File: src/rtl/bus_master_arbiter.sv
// bus_master_arbiter: borrows the 20-bit bus from the CPU through HOLD/HLDA,
// selects one of NREQ requesters and runs T1/T2/[TW]/T3/T4 cycles on its behalf.
// Optional feature macro: ARB_FIXED_PRIO_EN (lowest index wins, no burst limit).
// Without the macro: round-robin selection with a MAX_BURST fairness limit.
module bus_master_arbiter #(
  parameter int NREQ        = 2,
  parameter int WAIT_STATES = 1,
  parameter int MAX_BURST   = 4
) (
  input  logic                 clk,
  input  logic                 rst,
  input  logic [NREQ-1:0]      req,
  input  logic [NREQ-1:0]      req_wr,
  input  logic [NREQ-1:0]      req_iom,
  input  logic [20*NREQ-1:0]   req_addr,
  input  logic                 HLDA,
  input  logic                 rdy,
  output logic                 HOLD,
  output logic [NREQ-1:0]      gnt,
  output logic [NREQ-1:0]      done,
  output logic [19:0]          Address,
  output logic                 IOM,
  output logic                 ALE,
  output logic                 RD,
  output logic                 WR
);

  localparam int PW = (NREQ > 1) ? $clog2(NREQ) : 1;

  typedef enum logic [3:0] {
    S_IDLE, S_HOLDW, S_ARB, S_T1, S_T2, S_TW, S_T3, S_T4, S_REL
  } state_t;

  state_t          state_q;
  logic [PW-1:0]   ptr_q;
  logic [PW-1:0]   win_q;
  logic [3:0]      burst_q;
  logic [2:0]      wcnt_q;
  logic            wr_q;
  logic            lost_q;   // HLDA fell while we owned the bus

  logic [PW-1:0]   win_d;
  logic            found_d;
  logic [NREQ-1:0] win_oh;
  logic [NREQ-1:0] win_d_oh;
  logic            others;
  logic            win_req;
  logic [3:0]      burst_inc;
  logic            keep_bus;

  // Winner selection; iterate from lowest priority up so the last hit wins
  always_comb begin
    win_d   = ptr_q;
    found_d = 1'b0;
`ifdef ARB_FIXED_PRIO_EN
    for (int i = NREQ - 1; i >= 0; i--) begin
      if (req[i]) begin
        win_d   = PW'(i);
        found_d = 1'b1;
      end
    end
`else
    for (int k = NREQ; k >= 1; k--) begin
      if (req[(int'(ptr_q) + k) % NREQ]) begin
        win_d   = PW'((int'(ptr_q) + k) % NREQ);
        found_d = 1'b1;
      end
    end
`endif
  end

  assign win_oh    = NREQ'(1) << win_q;
  assign win_d_oh  = NREQ'(1) << win_d;
  assign others    = |(req & ~win_oh);
  assign win_req   = |(req & win_oh);
  assign burst_inc = burst_q + 4'd1;

  // burst_q already counts the transfer that just finished when in T4
`ifdef ARB_FIXED_PRIO_EN
  assign keep_bus = win_req;
`else
  assign keep_bus = win_req && (!others || (int'(burst_q) < MAX_BURST));
`endif

  // Bus FSM with every output registered alongside the state
  always_ff @(posedge clk) begin
    if (!rst) begin
      state_q <= S_IDLE;
      HOLD    <= 1'b0;
      gnt     <= '0;
      done    <= '0;
      ALE     <= 1'b0;
      RD      <= 1'b1;
      WR      <= 1'b1;
      Address <= '0;
      IOM     <= 1'b0;
      ptr_q   <= PW'(NREQ - 1);
      win_q   <= '0;
      burst_q <= '0;
      wcnt_q  <= '0;
      wr_q    <= 1'b0;
      lost_q  <= 1'b0;
    end else begin
      done <= '0;
      if (state_q inside {S_ARB, S_T1, S_T2, S_TW, S_T3, S_T4} && !HLDA)
        lost_q <= 1'b1;
      case (state_q)
        S_IDLE: begin
          lost_q <= 1'b0;
          if (|req) begin
            HOLD    <= 1'b1;
            state_q <= S_HOLDW;
          end
        end
        S_HOLDW: if (HLDA) state_q <= S_ARB;
        S_ARB: begin
          if (!found_d || !HLDA || lost_q) begin
            HOLD    <= 1'b0;
            state_q <= S_REL;
          end else begin
            win_q   <= win_d;
            ptr_q   <= win_d;
            burst_q <= '0;
            wr_q    <= req_wr[win_d];
            IOM     <= req_iom[win_d];
            Address <= req_addr[20*int'(win_d) +: 20];
            gnt     <= win_d_oh;
            ALE     <= 1'b1;
            state_q <= S_T1;
          end
        end
        S_T1: begin
          ALE     <= 1'b0;
          RD      <= wr_q;
          WR      <= !wr_q;
          wcnt_q  <= 3'(WAIT_STATES);
          state_q <= S_T2;
        end
        S_T2: state_q <= (WAIT_STATES > 0) ? S_TW : S_T3;
        S_TW: begin
          wcnt_q <= wcnt_q - 3'd1;
          if (wcnt_q <= 3'd1) state_q <= S_T3;
        end
        S_T3: begin
          if (rdy) begin
            RD      <= 1'b1;
            WR      <= 1'b1;
            done    <= win_oh;
            burst_q <= burst_inc;
            state_q <= S_T4;
          end
        end
        S_T4: begin
          if (lost_q || !HLDA) begin
            gnt     <= '0;
            HOLD    <= 1'b0;
            state_q <= S_REL;
          end else if (keep_bus) begin
            if (!others) burst_q <= '0;
            wr_q    <= req_wr[win_q];
            IOM     <= req_iom[win_q];
            Address <= req_addr[20*int'(win_q) +: 20];
            ALE     <= 1'b1;
            state_q <= S_T1;
          end else if (others) begin
            gnt     <= '0;
            state_q <= S_ARB;
          end else begin
            gnt     <= '0;
            HOLD    <= 1'b0;
            state_q <= S_REL;
          end
        end
        S_REL: begin
          lost_q  <= 1'b0;
          state_q <= S_IDLE;
        end
        default: state_q <= S_IDLE;
      endcase
    end
  end

endmodule

File: config.mk
export PLATFORM = sky130hd
export DESIGN_NAME = bus_master_arbiter
export DESIGN_NICKNAME = d
export VERILOG_FILES = /design/src/rtl/bus_master_arbiter.sv
export SDC_FILE = /design/constraint.sdc
export NUM_CORES = 1
export LEC_CHECK = 0
export ABC_AREA = 0
export BUFFER_PORTS_ARGS = -buffer_cell sky130_fd_sc_hd__buf_2
export CORE_ASPECT_RATIO = 0.5
export CORE_MARGIN = 1
export CORE_UTILIZATION = 45
export DETAILED_ROUTE_END_ITERATION = 16
export PLACE_DENSITY = 0.8
export REMOVE_ABC_BUFFERS = 1
export SYNTH_ARGS = -nofsm -noshare
export SYNTH_HDL_FRONTEND = slang
export SYNTH_SLANG_ARGS = --single-unit
File: constraint.sdc
create_clock -name clk -period 2.3 [get_ports clk]
set_clock_uncertainty 0.15 [all_clocks]
set_input_delay 0.115 -clock clk [delete_from_list [all_inputs] [get_ports clk]]
set_output_delay 0.115 -clock clk [all_outputs]
set_load 0.03 [all_outputs]
==> summary.md <==
| Metric | Value |
|---|---|
| Status | `finished, final reports clean` |
| Die Area | `5226 sq um` |
| Critical Path RT | `2.37 ns` |
| Remaining DRCs | `0` |
| Synth area leader | `dfxtp_1` |
| Crit-path cells | `or2_1, or4_4, a22oi_4, buf_12, o21ai_0, a21oi_1` |
| Diode count | `0` |
| Core Rows | `17` |
| Clock root buffer | `clkbuf_8` |
| Final Max Tran Viols | `0` |
| DR WL/cell | `16.34 microns` |
| Initial antenna violation count | `0` |
| Endpoints failing setup | `0` |
| Slowest-stage cell, CP | `or4_4` |
| I/O Buffers | `78` |
| Antenna viol nets, final | `0` |
| Worst vdd ir | `0.4875 mV` |
| RSZ-0062 raised after global routing | `false` |
| Share of cells above drive strength 1 | `0.3430` |
| Cell variety after synth | `49` |
| PnR worst setup slack | `0.08251 ns` |
| Hold Crit Class | `in -> reg` |
| Min cycle time layout | `2.217 ns` |
| Initial Util | `0.4868` |
| FFs w/ async S/R, synth | `0` |
| Synthesis-to-layout area growth | `49.58%` |
| Tcrit/Tclk final | `0.9641` |
| Post-Syn Area | `2216 sq um` |
| Maximum fanout along the worst path | `16` |
| CTS buffer count | `5` |
| Post-Syn Area per Cell | `8.793 sq um` |
| CTS tree | `yes` |
| Cell count after synthesis | `252` |
| Number of synthesized register bits | `44` |
| Clk sinks | `44` |
| Via count | `2,483` |
| Dpl ws | `0.1660 ns` |
| CP max stage delay | `0.47 ns` |
| # IOs | `79` |
| H-tree depth | `2` |
| Startpoint types | `flip-flop` |
| Leading post-synthesis cells by cell area | `dfxtp_1, mux2i_1, a21oi_2` |
| Synth top area share | `0.3975` |
| Post-detail-place hpwl | `4.137 mm` |
| Post-synth EDFFs | `0` |
| Synth Flop Type | `dfxtp_1` |
| Largest net degree at the start of global routing | `33` |
| PD cells | `750.1 nW/um^2` |
| Fmax | `451.0 MHz` |
| Routability cong. | `0.9068` |
| Clock buffer depth | `2` |
| Min Hold Slack | `0.02127 ns` |
| Vias in the first global route | `2,335` |
| Yosys warns | `0` |
| CORE AREA | `4552 sq um` |
| Total GRT Usage | `0.2734` |
| Seq/Total Area, Yosys | `0.3975` |
| DRT iter0 DRCs | `135` |
| CP Data Arrival Time | `2.29 ns` |
| Vias per cell | `5.580` |
| Max cap viols | `0` |
| Hold Fails Final Rpt | `0` |
| Reg clk slew, reported paths | `0.09 ns` |
| Total wire length after detailed routing | `7.272 mm` |
| Clk_lat worst skew | `0.30 ns` |
| Remaining global-route overflow | `0` |
| Static Leak | `1.496 nW` |
| Critical Path Sink Type | `flip-flop` |
| Pre-antenna DRT Iters | `5` |
| First-pass GRT wire length | `10.99 mm` |
| Type of the worst setup path | `reg -> reg` |
| Die W | `101.2 microns` |
| Nets | `431` |
| Slew at the pin closest to its max-slew limit | `0.5566 ns` |
| Relative slew slack | `0.6193` |
| Chip Height | `51.62 microns` |
[power by group]
| part | switching (mW) | total (mW) | internal, mW |
|---|---|---|---|
| clock | 0.279 | 0.601 | 0.322 |
| combinational | 0.554 | 0.949 | 0.394 |
| sequential | 0.0826 | 0.936 | 0.854 |
| total | 0.916 | 2.49 | 1.57 |
[placed cells by master (no fill, tap or decap), types with 2 or more instances in the layout]
master	n
nand3_1	5
nor4_1	3
clkbuf_8	5
o21ai_1	17
nand2_1	18
nor2_1	14
ha_1	3
buf_2	78
dfxtp_1	43
o22ai_1	3
nand2b_1	7
inv_1	2
and2_1	2
clkinv_1	2
or2_2	2
mux2i_1	24
buf_12	2
o21ai_0	13
a21oi_2	17
buf_4	14
dlygate4sd3_1	42
a21oi_1	20
nor3_1	10
[synthesized netlist by cell type, types with 2 or more instances]
library cell	n
buf_6	2
clkinv_1	2
buf_2	4
o22ai_1	3
nor3_1	10
buf_4	2
nand2b_1	7
nand3_1	5
nand2_1	18
or2_2	2
mux2i_1	25
ha_1	3
dfxtp_1	44
nor2_1	14
a21oi_2	17
and2_1	2
inv_1	2
nor4_1	3
clkbuf_1	10
a21oi_1	20
o21ai_0	13
o21ai_1	17
[metal layers]
| layer | track usage | vias to the layer above | wire (microns) |
|---|---|---|---|
| met2 | 0.5079 | 116 | 3719 |
| met5 | 0 | - | 0 |
| met1 | 0.3253 | 1182 | 2923 |
| met4 | 0.08213 | 0 | 149 |
| li1 | - | 1167 | - |
| met3 | 0.05108 | 18 | 479 |
[logic make-up after synthesis]
logic type               synth area share
AO/OA/AOI/OAI                      0.2490
XOR/XNOR                         0.007907
adder cells (fa/ha/maj)           0.01694
buffers and inverters             0.04969
flip-flops                         0.3975
multiplexers                       0.1180
AND/OR/NAND/NOR                    0.1609
[stage by stage]
step           instance area, sq um  std cells  total power [mW]  TNS [ns]  utilization
6_report                       3314        445             2.486         0       0.7281
5_1_grt                        3314        445             2.593         0       0.7281
4_1_cts                        3268        442             2.422         0       0.7180
3_5_place_dp                   2736        392             1.782         0       0.6012
3_3_place_gp                   2736        392             1.745         0       0.6012
2_1_floorplan                  2121        234             1.484    -24.48            -
[critical path: cells and delay by family (launching register included)]
family	cells	cell delay, ns
simple gates	2	0.80
compound gates	3	0.60
flops	1	0.40
buf+inv	1	0.18
[sequential cells by signal, summed over array words and instances (netlist names)]
| name | cells |
|---|---|
| Address | 20 |
| burst_q | 4 |
| state_q | 4 |
| wcnt_q | 3 |
| done | 2 |
| gnt | 2 |
| ALE | 1 |
| HOLD | 1 |
| IOM | 1 |
| RD | 1 |
| WR | 1 |
| lost_q | 1 |
| ptr_q | 1 |
| win_q | 1 |
| wr_q | 1 |
[worst paths after layout]
| path | slack [ns] | from | cells past startpoint | to |
|---|---|---|---|---|
| worst min register to register | 0.31 | gnt[1] | 2 | gnt[1] |
| worst max register to register | 0.08 | state_q[0] | 6 | Address[16] |
| worst max-delay path | 0.08 | state_q[0] | 6 | Address[16] |
| worst min-delay path | 0.02 | req_addr[15] | 3 | Address[15] |
[final cells by class]
cell class,count,area [sq um]
repair buffers,137,980.9
clock inverters,3,42.54
well taps,66,82.58
inverters,4,15.01
multi-input cells,186,1242
clock buffers,5,68.82
flip-flops and latches,44,882.1
fillers,310,1237
[timing repair]
action | 4_1_cts | 5_1_grt
endpoints found under the setup margin | 0 | 3
hold buffers | 42 | 0
resized for setup | 0 | 3
hold endpoints to repair | 21 | 0
buffers inserted | 0 | 2
Note: power is estimated with default switching activity, not from simulation.
